[config.mk]
export PLATFORM = sky130hd
export DESIGN_NAME = maze_job_sched
export DESIGN_NICKNAME = d
export VERILOG_FILES = /design/src/rtl/maze_pkg.sv /design/src/rtl/rr_arbiter.sv /design/src/rtl/maze_job_sched.sv
export SDC_FILE = /design/constraint.sdc
export NUM_CORES = 1
export LEC_CHECK = 0
export ABC_CLOCK_PERIOD_IN_PS = 1500
export CAP_MARGIN = 20
export CORE_AREA = 8 8 74 76
export DETAILED_ROUTE_END_ITERATION = 7
export DIE_AREA = 0 0 82 84
export GPL_TIMING_DRIVEN = 0
export HOLD_SLACK_MARGIN = 0.05
export PLACE_DENSITY_LB_ADDON = 0.3
export SLEW_MARGIN = 20
export SYNTH_ARGS = -nofsm -noshare
export SYNTH_HDL_FRONTEND = slang
export SYNTH_SLANG_ARGS = --single-unit
[constraint.sdc]
create_clock -name clk -period 1.5 [get_ports clk]
set_input_delay 0.3 -clock clk [delete_from_list [all_inputs] [get_ports clk]]
set_output_delay 0.3 -clock clk [all_outputs]
set_load 0.005 [all_outputs]
[src/rtl/maze_pkg.sv]
// Shared types and constants for the maze-solver job scheduler.
package maze_pkg;

    localparam int unsigned MAP_DIM  = 17;
    localparam int unsigned MAP_BITS = MAP_DIM * MAP_DIM;
    localparam int unsigned STEP_W   = 12;
    localparam int unsigned WD_W     = 12;

    localparam logic [1:0] DIR_R = 2'b00;
    localparam logic [1:0] DIR_D = 2'b01;
    localparam logic [1:0] DIR_L = 2'b10;
    localparam logic [1:0] DIR_U = 2'b11;

    typedef enum logic [2:0] {
        IDLE,
        GAP,
        LOAD,
        WAIT,
        RUN
    } state_t;

    // Slot visited at offset 'off' when scanning n requesters starting from 'base'.
    function automatic int unsigned rr_slot(input int unsigned base, input int unsigned off,
                                            input int unsigned n);
        return (base + off) % n;
    endfunction

endpackage

[src/rtl/rr_arbiter.sv]
// Combinational round-robin pick: first set request at or after ptr, wrapping.
module rr_arbiter
    import maze_pkg::*;
#(
    parameter int unsigned N_REQ = 2,
    parameter int unsigned IDX_W = 1
) (
    input  logic [N_REQ-1:0] req,
    input  logic [IDX_W-1:0] ptr,
    output logic [N_REQ-1:0] pick,
    output logic [IDX_W-1:0] idx,
    output logic             found
);

    logic [IDX_W-1:0] cand;

    always_comb begin
        pick  = '0;
        idx   = '0;
        found = 1'b0;
        cand  = '0;
        for (int unsigned i = 0; i < N_REQ; i++) begin
            cand = IDX_W'(rr_slot(32'(ptr), i, N_REQ));
            if (!found && req[cand]) begin
                found      = 1'b1;
                idx        = cand;
                pick[cand] = 1'b1;
            end
        end
    end

endmodule

[src/rtl/maze_job_sched.sv]
// Shares one maze-solver core between N_REQ requesters: grant, serial map load, move routing.
// Optional watchdog abort of stuck jobs is built when TIMEOUT_EN is defined.
module maze_job_sched #(
    parameter int unsigned N_REQ    = 2,
    parameter int unsigned MAP_BITS = maze_pkg::MAP_BITS,
    parameter int unsigned GAP_CYC  = 2,
    parameter int unsigned TMO_CYC  = 4000
) (
    input  logic             clk,
    input  logic             rst,
    input  logic [N_REQ-1:0] req,
    input  logic [N_REQ-1:0] req_in,
    output logic [N_REQ-1:0] gnt,
    output logic             bit_rdy,
    output logic             maze_in_valid,
    output logic             maze_in,
    input  logic             maze_out_valid,
    input  logic [1:0]       maze_out,
    output logic [N_REQ-1:0] rsp_valid,
    output logic [1:0]       rsp_dir,
    output logic             done,
    output logic [11:0]      step_cnt,
    output logic             tmo
);
    import maze_pkg::*;

    localparam int unsigned IDX_W = (N_REQ > 1) ? $clog2(N_REQ) : 1;
    localparam int unsigned BIT_W = $clog2(MAP_BITS);
    localparam int unsigned GAP_W = (GAP_CYC > 1) ? $clog2(GAP_CYC) : 1;

    localparam logic [BIT_W-1:0]  BIT_LAST = BIT_W'(MAP_BITS - 1);
    localparam logic [GAP_W-1:0]  GAP_LAST = GAP_W'(GAP_CYC - 1);
    localparam logic [STEP_W-1:0] STEP_MAX = '1;

    state_t           st;
    logic [IDX_W-1:0] ptr;
    logic [IDX_W-1:0] sel;
    logic [IDX_W-1:0] ptr_next;
    logic [BIT_W-1:0] bit_cnt;
    logic [GAP_W-1:0] gap_cnt;
    logic [N_REQ-1:0] pick;
    logic [IDX_W-1:0] pick_idx;
    logic             pick_found;
    logic             wd_fire;

    rr_arbiter #(
        .N_REQ (N_REQ),
        .IDX_W (IDX_W)
    ) u_arb (
        .req   (req),
        .ptr   (ptr),
        .pick  (pick),
        .idx   (pick_idx),
        .found (pick_found)
    );

    assign ptr_next = (sel == IDX_W'(N_REQ - 1)) ? '0 : sel + IDX_W'(1);
    assign bit_rdy  = (st == LOAD);

`ifdef TIMEOUT_EN
    logic [WD_W-1:0] wd_cnt;

    // Held at zero during LOAD so the first WAIT cycle starts the count from zero.
    always_ff @(posedge clk or posedge rst) begin
        if (rst) begin
            wd_cnt <= '0;
        end else if (st == LOAD) begin
            wd_cnt <= '0;
        end else if (st == WAIT || st == RUN) begin
            wd_cnt <= wd_cnt + WD_W'(1);
        end
    end

    assign wd_fire = (st == WAIT || st == RUN) && (wd_cnt == WD_W'(TMO_CYC - 1));
`else
    logic unused_tmo_cfg;
    assign unused_tmo_cfg = ^TMO_CYC;
    assign wd_fire        = 1'b0;
`endif

    always_ff @(posedge clk or posedge rst) begin
        if (rst) begin
            st            <= IDLE;
            ptr           <= '0;
            sel           <= '0;
            bit_cnt       <= '0;
            gap_cnt       <= '0;
            gnt           <= '0;
            maze_in_valid <= 1'b0;
            maze_in       <= 1'b0;
            rsp_valid     <= '0;
            rsp_dir       <= 2'b00;
            done          <= 1'b0;
            step_cnt      <= '0;
            tmo           <= 1'b0;
        end else begin
            maze_in_valid <= 1'b0;
            maze_in       <= 1'b0;
            rsp_valid     <= '0;
            rsp_dir       <= 2'b00;
            done          <= 1'b0;
            tmo           <= 1'b0;
            unique case (st)
                IDLE: begin
                    if (pick_found) begin
                        gnt      <= pick;
                        sel      <= pick_idx;
                        gap_cnt  <= '0;
                        step_cnt <= '0;
                        st       <= GAP;
                    end
                end
                GAP: begin
                    if (gap_cnt == GAP_LAST) begin
                        bit_cnt <= '0;
                        st      <= LOAD;
                    end else begin
                        gap_cnt <= gap_cnt + GAP_W'(1);
                    end
                end
                LOAD: begin
                    maze_in_valid <= 1'b1;
                    maze_in       <= req_in[sel];
                    if (bit_cnt == BIT_LAST) begin
                        st <= WAIT;
                    end else begin
                        bit_cnt <= bit_cnt + BIT_W'(1);
                    end
                end
                WAIT, RUN: begin
                    // Watchdog wins over a move or an end-of-burst in the same cycle.
                    if (wd_fire) begin
                        tmo <= 1'b1;
                        gnt <= '0;
                        ptr <= ptr_next;
                        st  <= IDLE;
                    end else if (maze_out_valid) begin
                        rsp_valid <= gnt;
                        rsp_dir   <= maze_out;
                        if (step_cnt != STEP_MAX) begin
                            step_cnt <= step_cnt + STEP_W'(1);
                        end
                        st <= RUN;
                    end else if (st == RUN) begin
                        done <= 1'b1;
                        gnt  <= '0;
                        ptr  <= ptr_next;
                        st   <= IDLE;
                    end
                end
                default: st <= IDLE;
            endcase
        end
    end

endmodule

==> run metrics <==
Starting Density 46.2%; Ports 32; layout cells sized above 1 38.0%; simple-gate portion of the synthesized area 24.5%; RSZ-0062 raised after global routing yes; Cell Area, Synth 1970 µm²; setup slack, reg-to-reg -0.19 ns; antenna-violating nets left 0; vias in the first global route 1817; Critical Path Source st[2]; Post-Synth Adder-Cell Area 1.91%; flops & latches, synth 36; Synth Flop Type dfrtp_1; CTS root buf clkbuf_8; asr flop ratio synth 100%; filler instances 321; Hold Path Class in2async; synthesized instance count 200; FF-to-FF Start st[2]; antenna violations before repair 0; Compound-Gate Fraction of Synth Area 21.1%; die width 82 µm; Max transition margin 49.5%; critical path class reg2reg; Tot GR Track Use 16.4%; Critical Path RT 1.70 ns; Area growth syn-to-layout 49.0%; FP Rows 24; Synth Area in XOR/XNOR 0.445%; cell total after placement 281; IO buf count 29; final wirelength 5.39 mm; CTS Sinks 36; WP data arrival 1.89 ns; global route total overflow 0; final worst setup slack -0.189 ns; per-cell routed wire length 16.7 µm; combinational power share 53.0%; worst-case clock buffer depth 2; largest family of logic cells by synthesized area simple AND/OR/NAND/NOR gates; Fin. Hold Viols 0; status complete, but fails checks; share of the synthesized area in the top cell type 45.7%; maximum vdd drop 0.000757 V; Finished Core Util 68.8%; total CTS buffers 5; CTS tree built; Mapped Nets 212; worst slew pin tran 0.757 ns; top cell type by total area after synthesis dfrtp_1; vias per cell 5.59; final setup TNS -3.03 ns; Period Utilization, post-route 113%; Pint 2.78 mW; sw frac 38.9%; Clk Latency, worst-skew pair 0.29 ns; first drt pass iteration count 4; Die ar. 6890 µm²; placed cell area 2340 µm²; Psw 1.77 mW; PwrDens 1550 nW/µm²; synthesized area per cell 9.85 µm²; worst-case reg-to-reg path depth 6; 1st-iter DRT viols 96; number of flops mapped to enable cells by yosys 0; Post-CTS Hold Fix Bufs 0; height of the die 84 µm; global placement routability congestion 0.788; n_diodes 0; reg2reg end bit_cnt[7]; Pins Over Slew Limit 0; nets 282; ranking of synthesized cells by area dfrtp_1 (46%), nand2_1 (3.2%), and3_1 (2.5%), nand3_1 (2.5%), nor3_1 (2.3%); # setup viols final 30; Clock Pin Slew Worst Setup and Hold Paths 0.07 ns; fmax 592 MHz; post-route cell area 2930 µm²; DRC Markers 0; first-pass GRT wire length 8.82 mm; H-Tree Depth 2; core region area 4260 µm²; violated checks negative setup slack; clock power share 15.8%; Synth cell types 54; non-filler cells, final 323; dpl hpwl 3.01 mm; critical path capture point type flip-flop; largest net degree at the start of global routing 37; crit path max fanout 6; multiplexer share of the synthesized area 1.52%; vias 1806; warnings from Yosys 0; Seq pwr share 31.2%; sequential area share after synthesis 45.7%; clk_skew 0.00190 ns; Pleak 1.39 nW; CP Launch Type flip-flop; Period minus WS final 1.69 ns; max-cap viol count 0
## flip-flops by register name (all words and copies together), names as in the netlist, 2 cells and up
register / cells
step_cnt: 12
st: 3
gnt: 2
rsp_dir: 2
rsp_valid: 2
bit_cnt: 9
## power groups by stage
| stage | Sequential (mW) | Combinational (mW) | Clock [mW] |
|---|---|---|---|
| floorplan | 1.39 | 1.09 | 0 |
| global route | 1.45 | 2.61 | 0.773 |
| finish | 1.42 | 2.41 | 0.720 |
| CTS | 1.41 | 2.21 | 0.735 |
| detailed placement | 1.43 | 1.57 | 0 |
| global placement | 1.43 | 1.56 | 0 |
## per-layer routing
| layer | up-vias | global-route usage (%) | wire [µm] |
|---|---|---|---|
| met5 | - | 0 | 0 |
| met4 | 0 | 6.71 | 90 |
| met3 | 8 | 4.31 | 285 |
| met2 | 46 | 25.9 | 2750 |
| met1 | 878 | 20.2 | 2260 |
| li1 | 874 | - | - |
## cell families after synthesis
| kind of cell | after synthesis |
|---|---|
| XOR/XNOR | 1 |
| adder cells (fa/ha/maj) | 3 |
| multiplexers | 3 |
| other | 1 |
| buffers and inverters | 18 |
| AND/OR/NAND/NOR | 84 |
| AO/OA/AOI/OAI | 54 |
| flip-flops | 36 |
## through the flow
stage	hold WS [ns]	total power, mW	setup WS [ns]
2_1_floorplan	0.429	2.48	-0.00129
3_3_place_gp	0.486	2.99	-0.426
3_5_place_dp	0.490	3.01	-0.300
4_1_cts	0.483	4.36	-0.155
5_1_grt	0.532	4.84	-0.241
6_report	0.463	4.55	-0.189
## how the worst max path moves through the flow
stage | to
after floorplan | step_cnt[5]
after global placement | step_cnt[5]
after detailed placement | step_cnt[5]
after CTS | bit_cnt[5]
after global routing | bit_cnt[7]
final | bit_cnt[7]
## what timing repair did
item,in CTS,in global routing
pin swaps,19,10
setup buffers,26,6
hold endpoints to repair,0,0
gates resized for setup,59,21
cloned,2,0
setup endpoints to repair,41,34
## synth_stat cells, types with 2 or more instances
| master | number |
|---|---|
| nor3_1 | 9 |
| nand3b_1 | 2 |
| o21ai_0 | 6 |
| buf_6 | 2 |
| inv_1 | 11 |
| a21o_1 | 3 |
| and4_1 | 2 |
| nand2b_1 | 4 |
| nor2_1 | 11 |
| a41oi_1 | 2 |
| a31oi_1 | 4 |
| dfrtp_1 | 36 |
| a21boi_0 | 3 |
| ha_1 | 3 |
| o21a_1 | 2 |
| nand3_1 | 10 |
| mux2i_1 | 3 |
| or3_1 | 3 |
| and2_1 | 6 |
| buf_2 | 3 |
| nand4_1 | 3 |
| a22o_1 | 2 |
| nand2_1 | 17 |
| a21oi_2 | 4 |
| and3_1 | 8 |
| a211o_1 | 2 |
| o21ai_1 | 3 |
| a21oi_1 | 8 |
| a2bb2oi_1 | 3 |
## cells in the final DEF, fill, tap and decap left out, types with 4 or more instances in the layout
| cell type | n |
|---|---|
| a21oi_1 | 4 |
| a21oi_2 | 5 |
| a31oi_1 | 4 |
| and2_1 | 4 |
| and3_1 | 8 |
| buf_4 | 29 |
| buf_6 | 10 |
| clkbuf_8 | 6 |
| clkdlybuf4s50_1 | 15 |
| dfrtp_1 | 26 |
| dfrtp_2 | 10 |
| dlygate4sd2_1 | 10 |
| inv_1 | 8 |
| nand2_1 | 14 |
| nand2b_1 | 4 |
| nand3_1 | 8 |
| nor2_1 | 10 |
| nor3_1 | 5 |
| o21ai_2 | 5 |
## critical path, cell delays in order, from the launching register on
cell and delay [ns]:
dfrtp_1 0.41, or3b_4 0.39, buf_6 0.13, a41oi_4 0.31
buf_6 0.18, o21ai_2 0.05, a31oi_1 0.13
## cell type report
class                   instances  area (µm²)  area share [%]
well taps                      52        65.1            2.22
multi-input cells             146        1170            40.0
flip-flops and latches         36         913            31.1
plain buffers                   7        67.6            2.30
repair buffers                 63         582            19.8
clock buffers                   8        90.1            3.07
inverters                      11        41.3            1.41
(Power assumes the default switching activity.)
